### src/rtl/hazard_ctrl_pkg.sv
// Shared CPU definitions used by the hazard controller and the IF/ID register.
// Holds the controller state encoding, the x0 address and the NOP pattern.
package hazard_ctrl_pkg;

  typedef enum logic [1:0] {
    RUN        = 2'd0,
    MEM_WAIT   = 2'd1,
    FLUSH_PEND = 2'd2
  } hz_state_t;

  localparam int unsigned        REG_ADDR_W = 5;
  localparam logic [REG_ADDR_W-1:0] REG_X0  = '0;
  // addi x0, x0, 0 : what IF/ID loads when it is flushed
  localparam logic [31:0]        NOP_INSTR  = 32'h0000_0013;

endpackage

### src/rtl/hazard_ctrl_sat_counter.sv
// Saturating event counter: sticks at all-ones, clear beats increment.
module sat_counter #(
  parameter int CNT_W = 32
) (
  input  logic             clk_i,
  input  logic             rst_i,
  input  logic             inc_i,
  input  logic             clr_i,
  output logic [CNT_W-1:0] cnt_o
);

  logic [CNT_W-1:0] cnt_q, cnt_d;

  always_comb begin
    cnt_d = cnt_q;
    if (clr_i)
      cnt_d = '0;
    else if (inc_i && !(&cnt_q))
      cnt_d = cnt_q + 1'b1;
  end

  always_ff @(posedge clk_i) begin
    if (rst_i) cnt_q <= '0;
    else       cnt_q <= cnt_d;
  end

  assign cnt_o = cnt_q;

endmodule

### src/rtl/hazard_ctrl.sv
// Pipeline hazard controller: load-use bubbles, taken-branch squash and
// memory-busy freeze, with a latched flush that survives a freeze.
module hazard_ctrl
  import hazard_ctrl_pkg::*;
#(
  parameter int CNT_W  = 32,
  parameter int ADDR_W = 5
) (
  input  logic              clk_i,
  input  logic              rst_i,
  input  logic [ADDR_W-1:0] ifid_rs1_i,
  input  logic [ADDR_W-1:0] ifid_rs2_i,
  input  logic              ifid_uses_rs2_i,
  input  logic              idex_memread_i,
  input  logic [ADDR_W-1:0] idex_rd_i,
  input  logic              ex_branch_taken_i,
  input  logic              mem_busy_i,
  input  logic              cnt_clr_i,
  output logic              pc_write_o,
  output logic              ifid_write_o,
  output logic              ifid_flush_o,
  output logic              idex_flush_o,
  output logic              pipe_freeze_o,
  output logic              pc_sel_branch_o,
  output logic [CNT_W-1:0]  stall_cnt_o,
  output logic [CNT_W-1:0]  flush_cnt_o
);

  hz_state_t state_q, state_d;
  logic      pend_q, pend_d;
  logic      load_use;
  logic      stall_inc, flush_inc;

  assign load_use = idex_memread_i && (idex_rd_i != ADDR_W'(REG_X0)) &&
                    ((idex_rd_i == ifid_rs1_i) ||
                     (ifid_uses_rs2_i && (idex_rd_i == ifid_rs2_i)));

  always_comb begin
    state_d         = state_q;
    pend_d          = pend_q;
    pc_write_o      = 1'b1;
    ifid_write_o    = 1'b1;
    ifid_flush_o    = 1'b0;
    idex_flush_o    = 1'b0;
    pipe_freeze_o   = 1'b0;
    pc_sel_branch_o = 1'b0;
    stall_inc       = 1'b0;
    flush_inc       = 1'b0;

    if (mem_busy_i) begin
      // Freeze outranks everything; a branch seen now is remembered, not applied.
      pc_write_o    = 1'b0;
      ifid_write_o  = 1'b0;
      pipe_freeze_o = 1'b1;
      pend_d        = pend_q | ex_branch_taken_i;
      state_d       = MEM_WAIT;
    end else if (state_q == FLUSH_PEND) begin
      pc_sel_branch_o = 1'b1;
      ifid_flush_o    = 1'b1;
      idex_flush_o    = 1'b1;
      flush_inc       = 1'b1;
      pend_d          = 1'b0;
      state_d         = RUN;
    end else begin
      // With pend set the branch still in EX is the one already latched.
      state_d = pend_q ? FLUSH_PEND : RUN;
      if (ex_branch_taken_i && !pend_q) begin
        pc_sel_branch_o = 1'b1;
        ifid_flush_o    = 1'b1;
        idex_flush_o    = 1'b1;
        flush_inc       = 1'b1;
      end else if (load_use) begin
        pc_write_o   = 1'b0;
        ifid_write_o = 1'b0;
        idex_flush_o = 1'b1;
        stall_inc    = 1'b1;
      end
    end

    if (rst_i) begin
      pc_write_o      = 1'b1;
      ifid_write_o    = 1'b1;
      ifid_flush_o    = 1'b0;
      idex_flush_o    = 1'b0;
      pipe_freeze_o   = 1'b0;
      pc_sel_branch_o = 1'b0;
      stall_inc       = 1'b0;
      flush_inc       = 1'b0;
    end
  end

  always_ff @(posedge clk_i) begin
    if (rst_i) begin
      state_q <= RUN;
      pend_q  <= 1'b0;
    end else begin
      state_q <= state_d;
      pend_q  <= pend_d;
    end
  end

  sat_counter #(.CNT_W(CNT_W)) u_stall_cnt (
    .clk_i (clk_i),
    .rst_i (rst_i),
    .inc_i (stall_inc),
    .clr_i (cnt_clr_i),
    .cnt_o (stall_cnt_o)
  );

  sat_counter #(.CNT_W(CNT_W)) u_flush_cnt (
    .clk_i (clk_i),
    .rst_i (rst_i),
    .inc_i (flush_inc),
    .clr_i (cnt_clr_i),
    .cnt_o (flush_cnt_o)
  );

endmodule

### config.mk
export PLATFORM = sky130hd
export DESIGN_NAME = hazard_ctrl
export DESIGN_NICKNAME = d
export VERILOG_FILES = /design/src/rtl/hazard_ctrl_pkg.sv /design/src/rtl/hazard_ctrl_sat_counter.sv /design/src/rtl/hazard_ctrl.sv
export SDC_FILE = /design/constraint.sdc
export NUM_CORES = 1
export LEC_CHECK = 0
export ABC_AREA = 1
export ABC_CLOCK_PERIOD_IN_PS = 2150
export CAP_MARGIN = 20
export CORE_UTILIZATION = 50
export CTS_BUF_LIST = sky130_fd_sc_hd__clkbuf_16
export CTS_CLUSTER_SIZE = 20
export DETAILED_ROUTE_END_ITERATION = 6
export PLACE_DENSITY = 0.78
export SLEW_MARGIN = 20
export SYNTH_ARGS = -nofsm -noshare
export SYNTH_HDL_FRONTEND = slang
export SYNTH_SLANG_ARGS = --single-unit
export TNS_END_PERCENT = 10
### constraint.sdc
create_clock -name clk_i -period 2.15 [get_ports clk_i]
set_clock_uncertainty 0.05 [all_clocks]
set_input_delay 0.43 -clock clk_i [delete_from_list [all_inputs] [get_ports clk_i]]
set_output_delay 0.43 -clock clk_i [all_outputs]
set_load 0.005 [all_outputs]
# Word-level counts from Yosys, hierarchy flattened
# Index checks and enable logic that the tools add are counted.
[word_totals] inputBits=22 word_cells=52 output_inout_bits=70 register_bits=67
[op_classes] n_bitwise=1 mux=25 add_sub_neg=2 eq_ne=3 reduce_logical=16
[op_table] cell="$add 32x1->32 const B" count=2
[op_table] cell="$reduce_and 32->1" count=2
[op_table] cell="$mux 1" count=24
[op_table] cell="$eq 5x5->1" count=2
[op_table] cell="$logic_and 1x1->1" count=6
[op_table] cell="$reduce_bool 5->1" count=1
[op_table] cell="$logic_not 1->1" count=3
[op_table] cell="$reduce_or 3->1" count=1
[op_table] cell="$eq 2x2->1 const B" count=1
[op_table] cell="$mux 2" count=1
[op_table] cell="$reduce_bool 2->1" count=1
[op_table] cell="$reduce_or 2->1" count=1
[op_table] cell="$logic_or 1x1->1" count=1
[op_table] cell="$or 1x1->1" count=1

# Logic depth before layout (Yosys ltp)
[depth] word_depth=10 ltp_mapped=13 depth_no_buf=12

# Modules after synthesis
# From an unflattened synthesis, not the netlist that was laid out.
[hier_totals] cells_unflattened=742 area_unflattened_um2=4503.1
[by_module_without_submodules] module="sat_counter" seq_area_each_um2=640.6 area_each_um2=2052.0 cells_per_inst=330 n_inst=2
[by_module_without_submodules] module="hazard_ctrl" seq_area_each_um2=60.1 area_each_um2=399.1 cells_per_inst=82 n_inst=1

# Least setup slack after synthesis
# Ideal clock, no wire load.
[synth_timing] path_type="reg2reg" from="reg u_stall_cnt.cnt_q[0], in the netlist u_stall_cnt.cnt_o[0]" to="reg u_stall_cnt.cnt_q[27], in the netlist u_stall_cnt.cnt_o[27]" setup_ns=0.132 path_stages_with_launch=13 required_time_ns=1.968 path_buffers=2 synth_period_minus_slack_ns=1.978 setup_slack_ns=0.172 arrival_time_ns=1.796 path_cell_list="dfxtp_1 -> ha_1 -> nand2_4 -> nor2_8 -> nand2_4 -> nor2_4 -> nand2_2 -> nor2_4 -> nand3b_2 -> buf_6 -> buf_6 -> nand3_2 -> a21oi_1"
[synth_via] elab_chain_len=3 elab_cells_between_ends=4 cone_classes="add/sub (1); reduce/logical (3)"
[synth_lines] item="start, declared" line="hazard_ctrl_sat_counter.sv:12" source="logic [CNT_W-1:0] cnt_q, cnt_d;"
[synth_lines] item="start signal, assigned" line="hazard_ctrl_sat_counter.sv:24" source="else cnt_q <= cnt_d;"
[synth_lines] item="branches (longest 3 deep; another with $add 32x1->32)"
# Several ways; the timed one is not identified.
# A chain may end at the register's enable or synchronous reset.

# Final worst setup path
[layout_timing] from="in idex_rd_i[4]" to="out idex_flush_o"
[layout_via] elab_chain_len=9 elab_cells_between_ends=12 cone_classes="eq/ne (2); mux (5); reduce/logical (5)"
[layout_lines] item="start, declared" line="hazard_ctrl.sv:15" source="input logic [ADDR_W-1:0] idex_rd_i,"
[layout_lines] item="$eq 5x5->1" line="hazard_ctrl.sv:36" source="(ifid_uses_rs2_i && (idex_rd_i == ifid_rs2_i)));"
[layout_lines] item="$logic_and 1x1->1" line="hazard_ctrl.sv:36"
[layout_lines] item="$logic_or 1x1->1" line="hazard_ctrl.sv:35" source="((idex_rd_i == ifid_rs1_i) ||"
[layout_lines] item="$logic_and 1x1->1 *" line="hazard_ctrl.sv:34" source="assign load_use = idex_memread_i && (idex_rd_i != ADDR_W'(REG_X0)) &&"
[layout_lines] item="$mux 1 *" line="hazard_ctrl.sv:72" source="end else if (load_use) begin"
[layout_lines] item="$mux 1 *" line="hazard_ctrl.sv:67" source="if (ex_branch_taken_i && !pend_q) begin"
[layout_lines] item="$mux 1 *" line="hazard_ctrl.sv:57" source="end else if (state_q == FLUSH_PEND) begin"
[layout_lines] item="$mux 1 *" line="hazard_ctrl.sv:50" source="if (mem_busy_i) begin"
[layout_lines] item="$mux 1 *" line="hazard_ctrl.sv:80" source="if (rst_i) begin"
[layout_lines] item="end, declared" line="hazard_ctrl.sv:22" source="output logic idex_flush_o,"
# Mark *: on every way between the ends. The rest lies on a longest branch, timed or not.

==> results.cfg <==
[setup_path]
worst-setup-path-type = input port to output pin
end_kind = output pin
max_stage_delay_ns = 0.27
critPathBufInv = 4
crit_fanout = 3
cp_slowest_cell = clkdlybuf4s15_1
worstPathRequired_ns = 1.67
start_kind = input port
worstPathArrival_ns = 1.62
worstPathCellList = clkdlybuf4s15_1 -> inv_2 -> nand2_1 -> nand2_1 -> nor2_1 -> nand3_2 -> nand2_2 -> buf_4 -> nand3_2 -> o21ai_1 -> buf_2
path_delay_family = buffers and inverters

[detailed_routing]
wl_um = 13800
drtAntennaViolNets = 0
vias_per_cell = 5.31
drtIter0Drc = 293
drc = 0
vias = 5166
dr.pass1.iters = 5
post_drt_wl_per_cell_um = 14.2

[synth]
synth_cells = 733
synth_top_area_frac = 0.300
synth_top_area_cell = dfxtp_1
synth_flop_cell = dfxtp_1
ys_warn_count = 0
ys_seq_area_frac = 0.300
synth_nets = 757
syn_area_per_cell_um2 = 6.11
synth-seq-cells = 67
netlist-cell-type-count = 29
async_flop_share = 0
yosysMostFrequentCell = nand2_1
ys_top_cells_by_area = dfxtp_1 30%, nand2_1 19%, nor2_1 8.6%, a21oi_1 5.5%, nand3_1 5.4%
synth_commonest_cells = 228 x nand2_1, 102 x nor2_1, 67 x dfxtp_1
synth_edf_count = 0
synthesis.area_um2 = 4480

[die]
die_height_um = 96.6
dieArea_um2 = 9330
core_area_um2 = 8680
io_pins = 92
die_w_um = 96.6
rows = 34
start_util = 0.516

[sta]
min_period_ns = 2.10
slew_viol_final = 0
worst_slew_pin_slew_ns = 0.535
fmax_ghz = 0.475
relSlewSlack = 0.643
final_hold_viol_count = 0
setup_violations = 0
post-route-period-util = 0.979

[clock_tree]
cts_sinks = 67
numCtsBuffers = 9
clk_latency_ns = 0.33
clockRootBuffer = clkbuf_16
htreeDepth = 3
cts_tree = yes
path_clk_slew_ns = 0.06
cts_hold_buffers = 0
clock_path_buffers = 2

[place]
dp_hpwl_um = 10100
gp_congestion = 0.983
port_buffers = 91
placedCellCount = 955

[grt]
grt_pass1_wl_um = 23200
grt_pass1_vias = 5110
grt_use_total = 0.300
grt_start_max_net_pins = 49
overflow = 0
antenna_found_initial = 0

[power]
leakage_nw = 2.35
vdd_drop_max_mv = 0.381
powerDensity_nw_per_um2 = 472
p_total_mw = 2.89

[layout]
final_nets = 883
syn2layout_area_growth_pct = 36.7
drive_above_1_share = 0.125
n_antenna_cell = 0
final_cells = 972

[outcome]
status = complete, no violations

[run]
maxCapViolCount = 0

[hold_path]
hold_class = flop to flop
==> repair_timing <==
| action | CTS | global route |
|---|---|---|
| endpoints found under the setup margin | 6 | 21 |
| buffers inserted | 1 | 0 |
| resized for setup | 30 | 16 |
| pin swaps | 6 | 5 |
==> placed cells by master, fill, tap and decap left out, drive strengths merged, types with 17 or more instances in the layout <==
cell type / count
nand2: 232
nor2: 109
clkdlybuf4s50: 69
inv: 68
dfxtp: 67
nand3: 59
buf: 50
a21oi: 49
o21ai: 41
nor3: 30
xor2: 22
dlygate4sd2: 17
==> kinds of logic (layout without fill, tap and decap cells) <==
logic type                 Yosys count  in the layout  synth area share
buffers and inverters               92            223            0.0869
adders and majority gates            2              2           0.00559
DFF                                 67             67             0.300
and+or+nand+nor                    452            452             0.448
AOI/OAI and AO/OA                   90             90             0.101
xor gates and xnor gates            30             30            0.0587
==> layout make-up <==
type	instances	area [µm²]
clock buffers	9	225
clock inverters	7	67.6
fillers	804	2560
inverters	67	251
multi-input cells	574	2800
flip-flops and latches	67	1340
well taps	108	135
repair buffers	140	1290
==> stage by stage <==
step | hold WS [ns] | setup TNS (ns) | utilization | setup WS (ns) | cell area [µm²]
finish | 0.460 | 0 | 0.705 | 0.0457 | 6120
global route | 0.494 | -0.0300 | 0.705 | -0.0164 | 6120
CTS | 0.459 | -0.0456 | 0.701 | -0.0456 | 6080
detailed placement | 0.450 | -11.51 | 0.668 | -0.523 | 5800
global placement | 0.424 | -6.79 | 0.668 | -0.409 | 5800
floorplan | 0.404 | 0 | - | 0.172 | 4480
==> sequential cells by signal, indices dropped and copies added, names as in the netlist <==
name               count
state_q                2
u_flush_cnt.cnt_o     32
pend_q                 1
u_stall_cnt.cnt_o     32
==> routing by layer <==
layer / part of all wire / global-route usage / vias to the layer above
li1: - / - / 2597
met1: 0.41 / 0.355 / 2343
met2: 0.51 / 0.531 / 191
met3: 0.052 / 0.0426 / 35
met4: 0.031 / 0.139 / 0
met5: 0 / 0 / -
==> worst reg2reg max path: cells and delay by family, from the launching register on <==
kind                       cells  cell delay, ns
and+or+nand+nor                8            0.91
DFF                            1            0.33
adders and majority gates      1            0.27
buffers and inverters          1            0.22
AOI/OAI and AO/OA              1            0.07
==> worst paths after layout <==
| kind | from | endpoint | slack [ns] | depth (start not counted) |
|---|---|---|---|---|
| setup reg to reg | u_stall_cnt.cnt_o[1]$_SDFFE_PP0P_ | u_stall_cnt.cnt_o[5]$_SDFFE_PP0P_ | 0.17 | 11 |
| hold reg to reg | u_stall_cnt.cnt_o[29]$_SDFFE_PP0P_ | u_stall_cnt.cnt_o[29]$_SDFFE_PP0P_ | 0.46 | 2 |
| setup / recovery | idex_rd_i[4] | idex_flush_o | 0.05 | 11 |
| hold / removal | u_stall_cnt.cnt_o[29]$_SDFFE_PP0P_ | u_stall_cnt.cnt_o[29]$_SDFFE_PP0P_ | 0.46 | 2 |
==> where the power goes <==
group,total (mW),switching (mW),internal [mW]
clock,1.46,0.570,0.893
combinational,0.179,0.102,0.0776
sequential,1.25,0.00228,1.25
total,2.89,0.674,2.22
Power figures use the tool's default switching activity.
